`src/rtl/alu_pkg.sv`:
```
// Shared types and constants for the packet-level ALU command processor.
package alu_pkg;

   localparam int HdrBytes     = 4;
   localparam int OperandBytes = 4;

   typedef enum logic [7:0] {
      OP_ECHO = 8'hEC,
      OP_ADD  = 8'hAD,
      OP_MUL  = 8'h88
   } opcode_e;

   typedef enum logic [3:0] {
      S_OPCODE,
      S_RSVD,
      S_LEN_LO,
      S_LEN_HI,
      S_ECHO,
      S_OPERAND,
      S_MUL_WAIT,
      S_RESULT,
      S_DISCARD
   } state_e;

   // Byte lane of a 32-bit word, lane 0 is the least significant byte.
   function automatic logic [7:0] byte_of(input logic [31:0] w, input logic [1:0] idx);
      logic [7:0] b;
      case (idx)
         2'd0:    b = w[7:0];
         2'd1:    b = w[15:8];
         2'd2:    b = w[23:16];
         default: b = w[31:24];
      endcase
      return b;
   endfunction

endpackage

```
`src/rtl/mul32_seq.sv`:
```
// Sequential shift-add multiplier, low 32 product bits.
// The start cycle already performs the first partial-product step, so the
// unit is busy for exactly MulCycles cycles and done_o pulses on the last one.
module mul32_seq #(
   parameter int MulCycles = 32
) (
   input  logic        clk_i,
   input  logic        rst_i,
   input  logic        start_i,
   input  logic [31:0] a_i,
   input  logic [31:0] b_i,
   output logic        done_o,
   output logic [31:0] p_o
);

   localparam int CntW = $clog2(MulCycles + 1);

   logic [31:0]     a_sh;
   logic [31:0]     b_sh;
   logic [31:0]     prod;
   logic [CntW-1:0] cnt;
   logic            busy;

   assign p_o = prod;

   // One multiplier bit per cycle; done_o is a single-cycle pulse.
   always_ff @(posedge clk_i or posedge rst_i) begin
      if (rst_i) begin
         a_sh   <= '0;
         b_sh   <= '0;
         prod   <= '0;
         cnt    <= '0;
         busy   <= 1'b0;
         done_o <= 1'b0;
      end else begin
         done_o <= 1'b0;
         if (start_i) begin
            prod <= b_i[0] ? a_i : '0;
            a_sh <= a_i << 1;
            b_sh <= b_i >> 1;
            cnt  <= CntW'(MulCycles - 1);
            busy <= 1'b1;
         end else if (busy) begin
            if (b_sh[0]) prod <= prod + a_sh;
            a_sh <= a_sh << 1;
            b_sh <= b_sh >> 1;
            cnt  <= cnt - CntW'(1);
            if (cnt == CntW'(1)) begin
               busy   <= 1'b0;
               done_o <= 1'b1;
            end
         end
      end
   end

endmodule

```
`src/rtl/alu_packet_proc.sv`:
```
// Packet command processor between UART rx and tx byte streams.
//
//  state      | meaning
//  -----------+-----------------------------------------------------------
//  S_OPCODE   | waiting for the opcode byte of a new packet
//  S_RSVD     | skipping the reserved header byte
//  S_LEN_LO   | capturing the low byte of the total packet length
//  S_LEN_HI   | capturing the high byte, choosing how to treat the payload
//  S_ECHO     | copying payload bytes straight to the output register
//  S_OPERAND  | assembling 32-bit little-endian operands, folding ADD
//  S_MUL_WAIT | input stalled while the sequential multiplier runs
//  S_RESULT   | emitting the accumulator LSB first
//  S_DISCARD  | dropping the payload of a malformed or unknown packet
module alu_packet_proc
   import alu_pkg::*;
#(
   parameter int MulCycles = 32
) (
   input  logic       clk_i,
   input  logic       rst_i,
   input  logic [7:0] s_axis_tdata,
   input  logic       s_axis_tvalid,
   output logic       s_axis_tready,
   output logic [7:0] m_axis_tdata,
   output logic       m_axis_tvalid,
   input  logic       m_axis_tready
);

   state_e      state;
   logic        run_q;
   logic [7:0]  opcode_q;
   logic [7:0]  len_lo_q;
   logic [15:0] rem_q;
   logic [1:0]  byte_idx_q;
   logic        first_op_q;
   logic        last_op_q;
   logic [31:0] operand_q;
   logic [31:0] acc_q;
   logic [1:0]  res_idx_q;
   logic        mul_start_q;

   logic        mul_done;
   logic [31:0] mul_p;

   logic        out_free;
   logic        in_fire;
   logic [15:0] hdr_len;
   logic [15:0] pay_len;
   logic        has_payload;
   logic        ops_ok;
   logic        is_arith;
   logic [31:0] word_in;
   logic        go_res;
   logic [31:0] res_val;

   assign out_free    = !m_axis_tvalid || m_axis_tready;
   assign in_fire     = s_axis_tvalid && s_axis_tready;
   assign hdr_len     = {s_axis_tdata, len_lo_q};
   assign pay_len     = hdr_len - 16'(HdrBytes);
   assign has_payload = hdr_len > 16'(HdrBytes);
   assign ops_ok      = has_payload && ((pay_len % 16'(OperandBytes)) == 16'd0);
   assign is_arith    = (opcode_q == OP_ADD) || (opcode_q == OP_MUL);
   assign word_in     = {s_axis_tdata, operand_q[31:8]};

   mul32_seq #(.MulCycles(MulCycles)) u_mul (
      .clk_i   (clk_i),
      .rst_i   (rst_i),
      .start_i (mul_start_q),
      .a_i     (acc_q),
      .b_i     (operand_q),
      .done_o  (mul_done),
      .p_o     (mul_p)
   );

   // Input acceptance: echo only advances when the output register can take the byte.
   always_comb begin
      s_axis_tready = 1'b0;
      if (run_q) begin
         case (state)
            S_ECHO:               s_axis_tready = out_free;
            S_MUL_WAIT, S_RESULT: s_axis_tready = 1'b0;
            default:              s_axis_tready = 1'b1;
         endcase
      end
   end

   // Detect the cycle in which the final accumulator value becomes known.
   always_comb begin
      go_res  = 1'b0;
      res_val = acc_q;
      case (state)
         S_OPERAND: begin
            if (in_fire && byte_idx_q == 2'd3 && rem_q == 16'd1 &&
                (first_op_q || opcode_q == OP_ADD)) begin
               go_res  = 1'b1;
               res_val = first_op_q ? word_in : acc_q + word_in;
            end
         end
         S_MUL_WAIT: begin
            if (mul_done && last_op_q) begin
               go_res  = 1'b1;
               res_val = mul_p;
            end
         end
         default: ;
      endcase
   end

   // Packet parser, accumulator and output register.
   always_ff @(posedge clk_i or posedge rst_i) begin
      if (rst_i) begin
         state         <= S_OPCODE;
         run_q         <= 1'b0;
         opcode_q      <= '0;
         len_lo_q      <= '0;
         rem_q         <= '0;
         byte_idx_q    <= '0;
         first_op_q    <= 1'b0;
         last_op_q     <= 1'b0;
         operand_q     <= '0;
         acc_q         <= '0;
         res_idx_q     <= '0;
         mul_start_q   <= 1'b0;
         m_axis_tdata  <= '0;
         m_axis_tvalid <= 1'b0;
      end else begin
         run_q       <= 1'b1;
         mul_start_q <= 1'b0;
         if (m_axis_tvalid && m_axis_tready) m_axis_tvalid <= 1'b0;

         if (go_res) begin
            // First result byte goes out immediately if the output register is free.
            acc_q <= res_val;
            state <= S_RESULT;
            if (state == S_OPERAND) rem_q <= rem_q - 16'd1;
            if (out_free) begin
               m_axis_tdata  <= res_val[7:0];
               m_axis_tvalid <= 1'b1;
               res_idx_q     <= 2'd1;
            end else begin
               res_idx_q <= 2'd0;
            end
         end else begin
            case (state)
               S_OPCODE: begin
                  if (in_fire) begin
                     opcode_q <= s_axis_tdata;
                     state    <= S_RSVD;
                  end
               end
               S_RSVD: begin
                  if (in_fire) state <= S_LEN_LO;
               end
               S_LEN_LO: begin
                  if (in_fire) begin
                     len_lo_q <= s_axis_tdata;
                     state    <= S_LEN_HI;
                  end
               end
               S_LEN_HI: begin
                  if (in_fire) begin
                     byte_idx_q <= 2'd0;
                     first_op_q <= 1'b1;
                     last_op_q  <= 1'b0;
                     if (has_payload) rem_q <= pay_len;
                     if (!has_payload)                state <= S_OPCODE;
                     else if (opcode_q == OP_ECHO)    state <= S_ECHO;
                     else if (is_arith && ops_ok)     state <= S_OPERAND;
                     else                             state <= S_DISCARD;
                  end
               end
               S_ECHO: begin
                  if (in_fire) begin
                     m_axis_tdata  <= s_axis_tdata;
                     m_axis_tvalid <= 1'b1;
                     rem_q         <= rem_q - 16'd1;
                     if (rem_q == 16'd1) state <= S_OPCODE;
                  end
               end
               S_OPERAND: begin
                  if (in_fire) begin
                     operand_q  <= word_in;
                     rem_q      <= rem_q - 16'd1;
                     byte_idx_q <= byte_idx_q + 2'd1;
                     if (byte_idx_q == 2'd3) begin
                        last_op_q <= (rem_q == 16'd1);
                        if (first_op_q) begin
                           acc_q      <= word_in;
                           first_op_q <= 1'b0;
                        end else if (opcode_q == OP_ADD) begin
                           acc_q <= acc_q + word_in;
                        end else begin
                           mul_start_q <= 1'b1;
                           state       <= S_MUL_WAIT;
                        end
                     end
                  end
               end
               S_MUL_WAIT: begin
                  if (mul_done) begin
                     acc_q <= mul_p;
                     state <= S_OPERAND;
                  end
               end
               S_RESULT: begin
                  if (out_free) begin
                     m_axis_tdata  <= byte_of(acc_q, res_idx_q);
                     m_axis_tvalid <= 1'b1;
                     res_idx_q     <= res_idx_q + 2'd1;
                     if (res_idx_q == 2'd3) state <= S_OPCODE;
                  end
               end
               S_DISCARD: begin
                  if (in_fire) begin
                     rem_q <= rem_q - 16'd1;
                     if (rem_q == 16'd1) state <= S_OPCODE;
                  end
               end
               default: state <= S_OPCODE;
            endcase
         end
      end
   end

endmodule

```
`config.mk`:
```
export PLATFORM = sky130hd
export DESIGN_NAME = alu_packet_proc
export DESIGN_NICKNAME = d
export VERILOG_FILES = /design/src/rtl/alu_pkg.sv /design/src/rtl/mul32_seq.sv /design/src/rtl/alu_packet_proc.sv
export SDC_FILE = /design/constraint.sdc
export NUM_CORES = 1
export LEC_CHECK = 0
export ABC_CLOCK_PERIOD_IN_PS = 6900
export CORE_ASPECT_RATIO = 0.5
export CORE_UTILIZATION = 38
export CTS_CLUSTER_SIZE = 25
export DETAILED_ROUTE_END_ITERATION = 6
export MAX_ROUTING_LAYER = met4
export SLEW_MARGIN = 20
export SYNTH_ARGS = -nofsm -noshare
export SYNTH_HDL_FRONTEND = slang
export SYNTH_SLANG_ARGS = --single-unit
```
`constraint.sdc`:
```
create_clock -name clk_i -period 6.9 [get_ports clk_i]
set_input_delay 1.035 -clock clk_i [delete_from_list [all_inputs] [get_ports clk_i]]
set_output_delay 1.035 -clock clk_i [all_outputs]
set_load 0.01 [all_outputs]
```
==> results of run 1 <==
state kept, by name (all words and copies together) (netlist names), 4 cells and up:
name          cells
state             4
operand_q        32
u_mul.cnt         6
acc_q            32
u_mul.b_sh       31
u_mul.a_sh       31
u_mul.p_o        32
m_axis_tdata      8
opcode_q          8
len_lo_q          8
rem_q            16
cells by family (layout without fill, tap and decap cells):
| family | after synthesis | in the layout |
|---|---|---|
| buf+inv | 119 | 113 |
| simple gates | 472 | 472 |
| flops | 219 | 219 |
| other cells | 1 | 1 |
| mux | 123 | 123 |
| compound gates | 495 | 495 |
| xor+xnor | 62 | 62 |
| fa+ha+maj | 74 | 74 |
synthesized netlist by cell type (all sizes together) (9+ instances only):
cell type    n  area share [%]
inv         33            0.88
nand2      187             5.0
o21ai      166             5.9
xnor2       32             2.0
a22oi       12            0.64
clkbuf      74             2.0
xor2        30             1.9
and2         9            0.40
a21oi      118             4.2
nor3        35             1.3
and3         9            0.40
mux2        50             4.0
or3         12            0.54
nand3       37             1.3
nor2b        9            0.40
o21bai      11            0.59
o211ai      11            0.59
o22ai       25             1.2
ha          72             6.4
a21o        31             1.7
nor2       105             2.9
buf         12            0.44
nor4        13            0.73
mux2i       73             5.2
dfrtp      219              39
a22o        12            0.75
a31oi       23             1.0
nand2b      17            0.76
worst min path at each step:
stage | from | end | slack, ns | depth (start not counted)
final | operand_q[3] | u_mul.b_sh[2] | 0.48 | 2
after CTS | byte_idx_q[0] | byte_idx_q[0] | 0.49 | 1
after detailed placement | operand_q[4] | u_mul.b_sh[3] | 0.47 | 2
after floorplan | operand_q[1] | u_mul.b_sh[0] | 0.45 | 2
after global routing | byte_idx_q[0] | byte_idx_q[0] | 0.52 | 1
after global placement | operand_q[3] | u_mul.b_sh[2] | 0.47 | 2
per-layer routing:
metal / GRT usage (%) / part of all wire (%) / routed length [um] / vias up
met3: 3.346 / 6.5 / 2679 / 60
met1: 33.04 / 49 / 20240 / 5812
met4: 4.438 / 2.0 / 816 / 0
met2: 32.28 / 42 / 17260 / 389
li1: - / - / - / 5691
met5: - / 0 / 0 / -
cell type report:
cell class | count | area (um2)
Clock buffer | 29 | 670.6
Clock inverter | 15 | 197.7
Inverter | 33 | 127.6
Timing Repair Buffer | 36 | 335.3
Multi-Input combinational cell | 1227 | 8084
Tap cell | 484 | 605.6
Sequential cell | 219 | 5489
Fill cell | 3548 | 20600
power by group through the flow:
stage	Sequential (mW)	Combinational [mW]	Clock [mW]
floorplan	1.52	0.435	0
global placement	1.57	0.546	0
detailed placement	1.57	0.552	0
CTS	1.55	0.555	1.45
global route	1.57	0.618	1.51
finish	1.55	0.556	1.43
metrics by stage:
stage	utilization, %	cells	hold WS [ns]	area [um2]	setup slack (ns)
6_report	42.95	2043	0.4822	15510	2.943
5_1_grt	42.95	2043	0.5189	15510	2.759
4_1_cts	42.93	2043	0.4885	15500	2.973
3_5_place_dp	40.53	1999	0.4749	14630	2.642
3_3_place_gp	40.53	1999	0.4745	14630	2.726
2_1_floorplan	-	1565	0.4492	14010	3.011
worst max-delay path: stages, from the launching register on:
cell,delay (ns)
dfrtp_1,0.44
ha_1,0.26
fa_1,0.42
a211oi_1,0.31
o211a_1,0.23
o21ai_0,0.20
and2_1,0.27
a221oi_1,0.72
o21ai_1,0.33
o21ai_0,0.28
a211oi_1,0.10
nor4_1,0.29
==> impl_metrics.tcl, run 1 <==
set metrics [dict create \
    status "completed" \
    async_reset_ff_share_pct 100.0 \
    setup_viol 0 \
    finalWirelength_mm 41.00 \
    clkLatencyLatePin_ns 0.54 \
    cts_hold_buf 0 \
    drcViolationCount 0 \
    grt_pass1_vias 10968 \
    drv_slew 0 \
    synth_cell_types 75 \
    clkTransAtPathRegs_ns 0.07 \
    cp-endpoint "acc_q[26]" \
    rr_endpoint "acc_q[26]" \
    switching_power_mw 1.049 \
    max_freq_mhz 252.7 \
    power_mw 3.537 \
    crit_required_ns 7.33 \
    tns_ns 0 \
    route.vias.total 11952 \
    routabilityCongestion 0.9742 \
    synthToLayoutAreaGrowth_pct 10.76 \
    worstSetupEndpointType "flop" \
    fin_crit_sh_pct 57.34 \
    max-vdd-ir-drop_v 0.0001548 \
    cts_tree "done" \
    die_h_um 137.7 \
    coreArea_um2 36110 \
    grt_overflow 0 \
    synth_compound_area_share_pct 21.89 \
    p_per_area_nw_per_um2 228.1 \
    pwr-share-clk_pct 40.5 \
    die_w_um 273.5 \
    die-area_um2 37670 \
    grt_pass1_wl_mm 64.22 \
    grt_start_max_net_pins 176 \
    path_class "flop to flop" \
    wl_per_cell_um 20.07 \
    fin_skew_ns 0.01248 \
    rows 49 \
    cp_max_fo 6 \
    cts_sinks 219 \
    avgSynthCellArea_um2 8.948 \
    cts.repair.resized 0 \
    hold_viol 0 \
    final_common_cell "dfrtp_1" \
    rsz0062_at_grt "no" \
    yosysWarnings 0 \
    synth-seq-cells 219 \
    swShare_pct 29.66 \
    netlist_instances 1565 \
    critPathLaunchType "flop" \
    p_comb_share_pct 15.7 \
    power.leakage_nw 6.672 \
    seq_area_frac_synth_pct 39.14 \
    maxCapViolations 0 \
    crit_path_start "operand_q[8]" \
    diodes 0 \
    drive_above_1_share_pct 8.595 \
    worst_hold_path_type "flop to flop" \
    worstMarginPinSlew_ns 1.141 \
    r2r_slack_ns 2.94 \
    antenna_found_initial 0 \
    firstDrtPassIters 6 \
    arrival_ns 4.39 \
    synth_top_family_by_area "compound AO/OA/AOI/OAI gates" \
    final_cell_mix "dfrtp_1, nand2_1, o21ai_0" \
    layout_min_cycle_time_ns 3.957 \
    synth_xor_area_share_pct 3.878 \
    ys_dominant_reg_cell "dfrtp_1" \
    p_seq_share_pct 43.8 \
    synth.area.mux_share_pct 9.239 \
    h-tree-depth 1 \
    p_int_mw 2.488 \
    final_nets 1627 \
    yosys.area_share.simple_pct 15.81 \
    drt_iter0_drc 1196 \
    synthAdderAreaFrac_pct 6.719 \
    start_util_pct 38.78 \
    viasPerCell 5.850 \
    syn-cell-area_um2 14000 \
    grtUsageTotal_pct 22.42 \
    ant_nets 0 \
    cts_buffers 24 \
    rr_startpoint "operand_q[8]" \
    ioPinCount 22 \
    relSlewSlack_pct 23.91 \
    cts.path.max_buffers 3 \
    reg2regPathDepth 11 \
    dp_hpwl_mm 28.92 \
    portBuffers 21 \
    postCtsSetupBuffers 0 \
    root_buffer "clkbuf_16" \
    synth_edf_count 0 \
    syn_nets 1651 \
]
Note: power is estimated with default switching activity, not from simulation.
==> run 2: changes to the inputs <==
--- a/config.mk
+++ b/config.mk
@@ -5,7 +5,7 @@
 export SDC_FILE = /design/constraint.sdc
 export NUM_CORES = 1
 export LEC_CHECK = 0
-export ABC_CLOCK_PERIOD_IN_PS = 6900
+export ABC_CLOCK_PERIOD_IN_PS = 3300
 export CORE_ASPECT_RATIO = 0.5
 export CORE_UTILIZATION = 38
 export CTS_CLUSTER_SIZE = 25
==> constraint.sdc (replaced) <==
create_clock -name clk_i -period 3.3 [get_ports clk_i]
set_input_delay 0.495 -clock clk_i [delete_from_list [all_inputs] [get_ports clk_i]]
set_output_delay 0.495 -clock clk_i [all_outputs]
set_load 0.01 [all_outputs]
==> impl_metrics.tcl, run 2 (synthesis gave the netlist of run 1 again) <==
set metrics [dict create \
    status "completed" \
    timing.critical_path.cells "ha_1 > and2_1 > nand3_1 > or2_2 > nor4b_2 > nor2_1 > o41ai_1 > o221ai_1 > o21ai_0" \
    final_cell_mix "dfrtp_1, nand2_1, o21ai_0" \
    fin_crit_sh_pct 95.05 \
    cp_slowest_stage_delay_ns 0.53 \
    rows 49 \
    synthToLayoutAreaGrowth_pct 14.35 \
    r2r_slack_ns 0.16 \
    root_buffer "clkbuf_16" \
    worstMarginPinSlew_ns 1.007 \
    drcViolationCount 0 \
    cts_sinks 219 \
    cts_buffers 24 \
    grt_pass1_vias 10960 \
    worst_hold_path_type "input port to async pin" \
    crit_path_start "acc_q[18]" \
    relSlewSlack_pct 32.88 \
    regArea_um2 5489 \
    fin_skew_ns 0.01300 \
    final_common_cell "dfrtp_1" \
    clkTransAtPathRegs_ns 0.07 \
    cts_tree "done" \
    critPathLaunchType "flop" \
    dp_hpwl_mm 30.72 \
    worstSetupEndpointType "flop" \
    setup_viol 0 \
    drt_iter0_drc 1377 \
    reg2regPathDepth 9 \
    crit_buf_inv 0 \
    nFillCells 3469 \
    max_freq_mhz 318.8 \
    drive_above_1_share_pct 12.22 \
    rr_endpoint "acc_q[31]" \
    cp_slowest_cell "o41ai_1" \
    ioPinCount 22 \
    cp_max_fo 5 \
    final_nets 1689 \
    die_h_um 137.7 \
    path_class "flop to flop" \
    cp_top_family "simple AND/OR/NAND/NOR gates" \
    grt_overflow 0 \
    timing.hold.ws_ns 0.3688 \
    crit_required_ns 3.76 \
    start_util_pct 38.78 \
    hold_viol 0 \
    ant_nets 0 \
    coreArea_um2 36110 \
    die-area_um2 37670 \
    portBuffers 21 \
    max-vdd-ir-drop_v 0.0003164 \
    grtUsageTotal_pct 23.00 \
    grt_start_max_net_pins 70 \
    drv_slew 0 \
    die_w_um 273.5 \
    rsz0062_at_grt "yes" \
    wl_per_cell_um 20.08 \
    power_mw 7.369 \
    finalInstanceArea_um2 16010 \
    firstDrtPassIters 7 \
    placed_area_um2 15150 \
    arrival_ns 3.59 \
    rr_startpoint "acc_q[18]" \
    antenna_found_initial 0 \
    layout_min_cycle_time_ns 3.136 \
    viasPerCell 5.782 \
    maxCapViolations 0 \
    h-tree-depth 1 \
    diodes 0 \
    multi_input_area_um2 8104 \
    power.leakage_nw 7.002 \
    grt_pass1_wl_mm 65.19 \
    p_per_area_nw_per_um2 460.2 \
    route.vias.total 12166 \
    clkLatencyLatePin_ns 0.55 \
    routabilityCongestion 0.9656 \
    cts.path.max_buffers 3 \
    finalWirelength_mm 42.25 \
]
-- run 2: cell count changes in the layout (fill, tap and decap cells not counted), moves of 2 or more --
cell / before / now
clkinvlp_4: 4 / 2
inv_6: 2 / 0
clkbuf_1: 1 / 3
clkinv_2: 4 / 6
buf_12: 1 / 5
buf_4: 14 / 72
-- run 2: worst max path at each step --
stage / to / slack, ns / cells after the start
3_3_place_gp: acc_q[31] / 0.05 / 10
6_report: acc_q[31] / 0.16 / 9
5_1_grt: acc_q[30] / -0.03 / 12
3_5_place_dp: acc_q[31] / 0.03 / 9
2_1_floorplan: acc_q[0] / -0.05 / 1
4_1_cts: acc_q[31] / 0.02 / 9
-- run 2: final cells by class --
class	count	area share, %
repair buffers	98	5.313
clock inverters	13	1.141
well taps	484	3.782
flip-flops and latches	219	34.28
clock buffers	30	4.079
inverters	33	0.7970
multi-input cells	1227	50.61
-- run 2: stage by stage --
step / setup slack, ns / cells / utilization [%] / setup TNS, ns
floorplan: -0.04909 / 1565 / - / -10.75
global placement: 0.05037 / 2061 / 41.95 / 0
detailed placement: 0.03241 / 2061 / 41.95 / 0
CTS: 0.01933 / 2104 / 44.27 / 0
global route: -0.03141 / 2104 / 44.34 / -0.03141
finish: 0.1635 / 2104 / 44.34 / 0
-- run 2: worst reg2reg max path: cells and delay by family, from the launching register on --
kind	cells	cell delay, ns
AOI/OAI and AO/OA	3	0.93
DFF	1	0.45
and+or+nand+nor	5	1.26
adders and majority gates	1	0.40
-- run 2: what timing repair did --
action                     4_1_cts  5_1_grt
hold buffers                     0        0
gates resized for setup          0        6
setup endpoints to repair        0       10
buffers inserted                 0        0
-- run 2: where the power goes --
| part | switching, mW | internal (mW) |
|---|---|---|
| logic | 0.721 | 0.540 |
| registers | 0.268 | 2.93 |
| clock network | 1.19 | 1.72 |
-- run 2: metal layers --
layer  vias up  GRT usage [%]  wire, um
met1      5874          35.21     21230
li1       5828              -         -
met2       414          31.73     17340
met5         -              -         0
met4         0          3.911       664
met3        50          3.451      3011
